==> config.mk <==
export PLATFORM = sky130hd
export DESIGN_NAME = comma_aligner_10b
export DESIGN_NICKNAME = d
export VERILOG_FILES = /design/src/rtl/comma_aligner_10b.sv
export SDC_FILE = /design/constraint.sdc
export NUM_CORES = 1
export LEC_CHECK = 0
export ABC_AREA = 1
export CAP_MARGIN = 20
export CORE_ASPECT_RATIO = 1.1
export CORE_MARGIN = 3
export CORE_UTILIZATION = 45
export CTS_BUF_LIST = sky130_fd_sc_hd__clkbuf_8
export DETAILED_ROUTE_END_ITERATION = 16
export GPL_TIMING_DRIVEN = 0
export PLACE_DENSITY_LB_ADDON = 0.05
export SLEW_MARGIN = 20
export SYNTH_ARGS = -nofsm -noshare
export SYNTH_HDL_FRONTEND = slang
export SYNTH_SLANG_ARGS = --single-unit
==> constraint.sdc <==
create_clock -name clk -period 3.5 [get_ports clk]
set_input_delay 0.525 -clock clk [delete_from_list [all_inputs] [get_ports clk]]
set_output_delay 0.525 -clock clk [all_outputs]
set_load 0.02 [all_outputs]
==> src/rtl/comma_aligner_10b.sv <==
// comma_aligner_10b: K28.5 comma hunt, 10-bit word alignment and lock for
// the 10b/8b receive path.
// Ports: clk, rst_n (async, active-low), ser_in/ser_en (serial bit + qualifier),
// word_out/word_valid (aligned group + strobe), is_comma, locked, align_err.
// Optional loss-of-sync logic: define COMMA_ALIGN_LOS_EN.
module comma_aligner_10b #(
   parameter logic [9:0]  COMMA_NEG   = 10'h17C,
   parameter logic [9:0]  COMMA_POS   = 10'h283,
   parameter int unsigned LOCK_CNT    = 3,
   parameter int unsigned LOS_BAD_MAX = 4
) (
   input  logic       clk,
   input  logic       rst_n,
   input  logic       ser_in,
   input  logic       ser_en,
   output logic [9:0] word_out,
   output logic       word_valid,
   output logic       is_comma,
   output logic       locked,
   output logic       align_err
);

   typedef enum logic [1:0] {
      HUNT   = 2'd0,
      CHECK  = 2'd1,
      LOCKED = 2'd2
   } state_t;

   localparam logic [2:0] LOCK_N = 3'(LOCK_CNT);
   localparam logic [3:0] LOS_N  = 4'(LOS_BAD_MAX);

   state_t     state_q, state_d;
   logic [9:0] sr_q, sr_d;
   logic [3:0] bit_cnt_q, bit_cnt_d;
   logic [2:0] good_cnt_q, good_cnt_d;
   logic [9:0] word_out_q, word_out_d;
   logic       word_valid_q, word_valid_d;
   logic       is_comma_q, is_comma_d;
   logic       locked_q, locked_d;
   logic       align_err_q, align_err_d;

`ifdef COMMA_ALIGN_LOS_EN
   logic [3:0] bad_cnt_q, bad_cnt_d;
   logic [3:0] bad_inc;
`else
   logic       unused_los_cfg;
   assign unused_los_cfg = ^LOS_N;
`endif

   logic [9:0] nsr;
   logic       hit;
   logic       bnd;
   logic [2:0] good_inc;

   always_comb begin
      nsr      = {ser_in, sr_q[9:1]};
      hit      = ser_en && ((nsr == COMMA_NEG) || (nsr == COMMA_POS));
      bnd      = ser_en && (bit_cnt_q == 4'd9);
      good_inc = good_cnt_q + 3'd1;

      state_d      = state_q;
      sr_d         = sr_q;
      bit_cnt_d    = bit_cnt_q;
      good_cnt_d   = good_cnt_q;
      word_out_d   = word_out_q;
      is_comma_d   = is_comma_q;
      locked_d     = locked_q;
      word_valid_d = 1'b0;
      align_err_d  = 1'b0;
`ifdef COMMA_ALIGN_LOS_EN
      bad_cnt_d    = bad_cnt_q;
      bad_inc      = bad_cnt_q + 4'd1;
`endif

      if (ser_en) begin
         sr_d      = nsr;
         bit_cnt_d = bnd ? 4'd0 : bit_cnt_q + 4'd1;
      end

      unique case (state_q)
         HUNT: begin
            if (hit) begin
               bit_cnt_d  = 4'd0;
               good_cnt_d = 3'd1;
               if (LOCK_N == 3'd1) begin
                  // Locking comma is emitted on the entry edge
                  state_d      = LOCKED;
                  locked_d     = 1'b1;
                  word_valid_d = 1'b1;
                  is_comma_d   = 1'b1;
                  word_out_d   = nsr;
               end else begin
                  state_d = CHECK;
               end
            end
         end
         CHECK: begin
            if (hit && bnd) begin
               good_cnt_d = good_inc;
               // >= also covers re-entry from loss of sync when LOCK_CNT is 1
               if (good_inc >= LOCK_N) begin
                  state_d      = LOCKED;
                  locked_d     = 1'b1;
                  word_valid_d = 1'b1;
                  is_comma_d   = 1'b1;
                  word_out_d   = nsr;
               end
            end else if (hit) begin
               bit_cnt_d  = 4'd0;
               good_cnt_d = 3'd1;
            end
         end
         LOCKED: begin
            if (bnd) begin
               word_out_d   = nsr;
               word_valid_d = 1'b1;
               is_comma_d   = hit;
`ifdef COMMA_ALIGN_LOS_EN
               if (hit) bad_cnt_d = 4'd0;
`endif
            end else if (hit) begin
               align_err_d = 1'b1;
`ifdef COMMA_ALIGN_LOS_EN
               if (bad_inc >= LOS_N) begin
                  // Drop lock and treat this comma as a fresh hunt hit
                  locked_d   = 1'b0;
                  bad_cnt_d  = 4'd0;
                  bit_cnt_d  = 4'd0;
                  good_cnt_d = 3'd1;
                  state_d    = CHECK;
               end else begin
                  bad_cnt_d = bad_inc;
               end
`endif
            end
         end
         default: state_d = HUNT;
      endcase
   end

   always_ff @(posedge clk or negedge rst_n) begin
      if (!rst_n) begin
         state_q      <= HUNT;
         sr_q         <= '0;
         bit_cnt_q    <= '0;
         good_cnt_q   <= '0;
         word_out_q   <= '0;
         word_valid_q <= 1'b0;
         is_comma_q   <= 1'b0;
         locked_q     <= 1'b0;
         align_err_q  <= 1'b0;
`ifdef COMMA_ALIGN_LOS_EN
         bad_cnt_q    <= '0;
`endif
      end else begin
         state_q      <= state_d;
         sr_q         <= sr_d;
         bit_cnt_q    <= bit_cnt_d;
         good_cnt_q   <= good_cnt_d;
         word_out_q   <= word_out_d;
         word_valid_q <= word_valid_d;
         is_comma_q   <= is_comma_d;
         locked_q     <= locked_d;
         align_err_q  <= align_err_d;
`ifdef COMMA_ALIGN_LOS_EN
         bad_cnt_q    <= bad_cnt_d;
`endif
      end
   end

   assign word_out   = word_out_q;
   assign word_valid = word_valid_q;
   assign is_comma   = is_comma_q;
   assign locked     = locked_q;
   assign align_err  = align_err_q;

endmodule

==> flow_summary.toml <==
[pwr]
p_per_area_mw_per_mm2 = 672
p_leak_nw = 0.894
vdd_drop_max_uv = 266

[final_layout]
drive_above_1_share_pct = 25.0
final_cell_count_no_fill = 240
antennaDiodeCount = 0
area_growth_pct = 18.4
finalInstanceArea_mm2 = 0.00189
fin_nets = 203

[route]
antenna_left = 0
drc_errors = 0
drt-total-wl_um = 2870
viasPerCell = 4.82
drt_iter0_markers = 46
num_vias = 1156
first_pass_iters = 4
avgRoutedWirePerCell_um = 12.0

[setup_path]
arrival_ns = 1.96
critical_path.slowest_cell = "clkdlybuf4s50_1"
path_cells = "clkdlybuf4s50_1 -> inv_2 -> nand2_1 -> nor2_1 -> nand3_2 -> nand2_4 -> nand2_1 -> inv_2 -> o21ai_2 -> o211ai_1 -> inv_1"
critPathCaptureType = "flip-flop"
path_buf_inv = 4
critPathRequiredTime_ns = 3.66
path_max_fanout = 7
cp_top_family = "buffers and inverters"
crit_type = "in -> reg"
crit_path_start_kind = "primary input"
slowest_delay_ns = 0.45

[placed_design]
dpl.hpwl_um = 2120
port_buffers = 16
placed_cells = 233
dpl_cell_area_mm2 = 0.00181
gp_congestion = 0.861

[clock_tree]
ctsHoldBuffers = 0
cts_buffers = 5
cts-root-buf = "clkbuf_8"
cts_tree = "yes"
ctsLongestPathBuffers = 2
ctsResizeCount = 0
cts.sinks = 32
clk_pin_slew_worst_paths_ns = 0.06
worst_skew_pair.late_latency_ns = 0.28
cts_htree_levels = 2
cts_setup_buffers = 0

[floorplanning]
die_h_um = 68.4
die_w_um = 62.7
start_util_pct = 47.4
num_rows = 22
io_pins = 18
dieArea_mm2 = 0.00429
core_mm2 = 0.00336

[synth]
synth_seq_area_share_pct = 50.3
yosysWarnings = 0
synth_cell_types = 25
syn-num-nets = 180
netlist_instances = 169
synth-seq-cells = 32
synth.avg_cell_area_um2 = 9.42
netlist_area_mm2 = 0.00159

[timing]
final-setup-viol-count = 0
slew_viol_final = 0
maxSlewHeadroom_pct = 53.1
worst_slew_pin_slew_ns = 0.704
period_needed_ns = 1.80
setup_tns_ns = 0
finClkSkew_ns = 0.00243
max_freq_mhz = 556
period_share_pct = 51.4
rsz0062_at_grt = "false"
finalHoldViolCount = 0

[global_routing]
grt.total_usage_pct = 15.3
grt_pass1_vias = 1158
grt_max_degree = 33
antenna_found_initial = 0
grt_pass1_wl_um = 5000
overflow = 0

[job]
drv_cap = 0

[status]
status = "finished clean"

[worst_hold_path]
hold_path_class = "in -> async"
-- cells in the mapped netlist --
cell / instances / area (um2)
xnor2_1: 2 / 17.5
nand2_2: 9 / 56.3
nand4_1: 4 / 25.0
nand3_1: 3 / 15.0
nor2_2: 1 / 6.26
nand4_2: 1 / 12.5
nand2_1: 35 / 131
o211ai_1: 1 / 7.51
nand3_2: 2 / 20.0
a21oi_1: 2 / 10.0
o21ai_0: 15 / 75.1
inv_2: 9 / 33.8
nand2_4: 3 / 33.8
o21ai_1: 1 / 5.00
a21boi_0: 1 / 7.51
ha_1: 7 / 87.6
inv_1: 14 / 52.6
buf_6: 2 / 22.5
dfrtp_1: 32 / 801
o21ai_2: 12 / 105
nor2_1: 8 / 30.0
buf_4: 1 / 7.51
clkbuf_1: 2 / 7.51
nand3_4: 1 / 17.5
nor3_1: 1 / 5.00
-- routing by layer --
| metal | GRT usage (%) | routed length (um) |
|---|---|---|
| met5 | 0 | 0 |
| met1 | 15.5 | 1250 |
| met4 | 6.61 | 47 |
| met3 | 4.11 | 98 |
| met2 | 30.0 | 1480 |
-- cell usage in the layout, fill, tap and decap left out --
cell	instances
nor2_2	1
o21ai_2	12
o21ai_0	15
clkinv_2	1
a21boi_0	1
buf_4	1
clkbuf_8	5
nand2_4	3
inv_2	9
nand2_2	9
nand4_1	4
nand4_2	1
buf_6	2
nand3_1	3
nand3_4	1
nand2_1	35
a21oi_1	2
ha_1	7
xnor2_1	2
nor3_1	1
o211ai_1	1
inv_1	15
clkdlybuf4s50_1	15
buf_2	1
nor2_1	8
nand3_2	2
o21ai_1	1
dfrtp_1	32
clkbuf_1	2
-- through the flow --
step | power (mW) | util (%) | worst slack, ns | hold slack (ns)
3_3_place_gp | 1.00 | 54.0 | 1.29 | 0.448
3_5_place_dp | 1.02 | 53.8 | 1.41 | 0.456
6_report | 1.27 | 56.1 | 1.70 | 0.297
4_1_cts | 1.28 | 56.1 | 1.71 | 0.324
5_1_grt | 1.35 | 56.1 | 1.59 | 0.345
2_1_floorplan | 0.835 | - | 1.98 | 0.229
-- flip-flops by register name (all words and copies together), names as in the netlist --
register	cells
bit_cnt_q	4
locked	1
word_valid	1
sr_q	9
is_comma	1
good_cnt_q	3
state_q	2
word_out	10
align_err	1
-- layout make-up --
| class | count | area (um2) |
|---|---|---|
| Fill cell | 332 | 1470 |
| Inverter | 23 | 86.3 |
| Buffer | 5 | 37.5 |
| Sequential cell | 32 | 801 |
| Tap cell | 48 | 60.1 |
| Timing Repair Buffer | 16 | 155 |
| Clock buffer | 5 | 68.8 |
| Clock inverter | 2 | 8.76 |
| Multi-Input combinational cell | 109 | 668 |
-- cell families after synthesis --
kind of cell | after synthesis | share of synthesized area [%]
buffers and inverters | 28 | 7.78
adders and majority gates | 7 | 5.50
xor gates and xnor gates | 2 | 1.10
and+or+nand+nor | 68 | 22.2
DFF | 32 | 50.3
AOI/OAI and AO/OA | 32 | 13.2
-- path summary, 6_finish.rpt --
check / startpoint / endpoint / slack (ns) / depth (start not counted)
setup / recovery: ser_in / bit_cnt_q[1] / 1.70 / 11
hold / removal: rst_n / word_out[1] / 0.30 / 1
setup reg to reg: good_cnt_q[0] / word_out[9] / 1.87 / 11
hold reg to reg: locked / locked / 0.48 / 2
max in group asynchronous: rst_n / word_out[5] / 2.76 / 1
min in group clk: locked / locked / 0.48 / 2
-- power breakdown --
part	total (mW)	internal [mW]	switching [mW]
combinational	0.465	0.217	0.248
sequential	0.546	0.471	0.0746
clock	0.256	0.132	0.124
-- worst reg2reg max path: cells and delay by family (launching register included) --
family	cells	cell delay, ns
AOI/OAI and AO/OA	1	0.05
adders and majority gates	1	0.30
buffers and inverters	2	0.21
DFF	1	0.40
and+or+nand+nor	7	0.56
(Power assumes the default switching activity.)
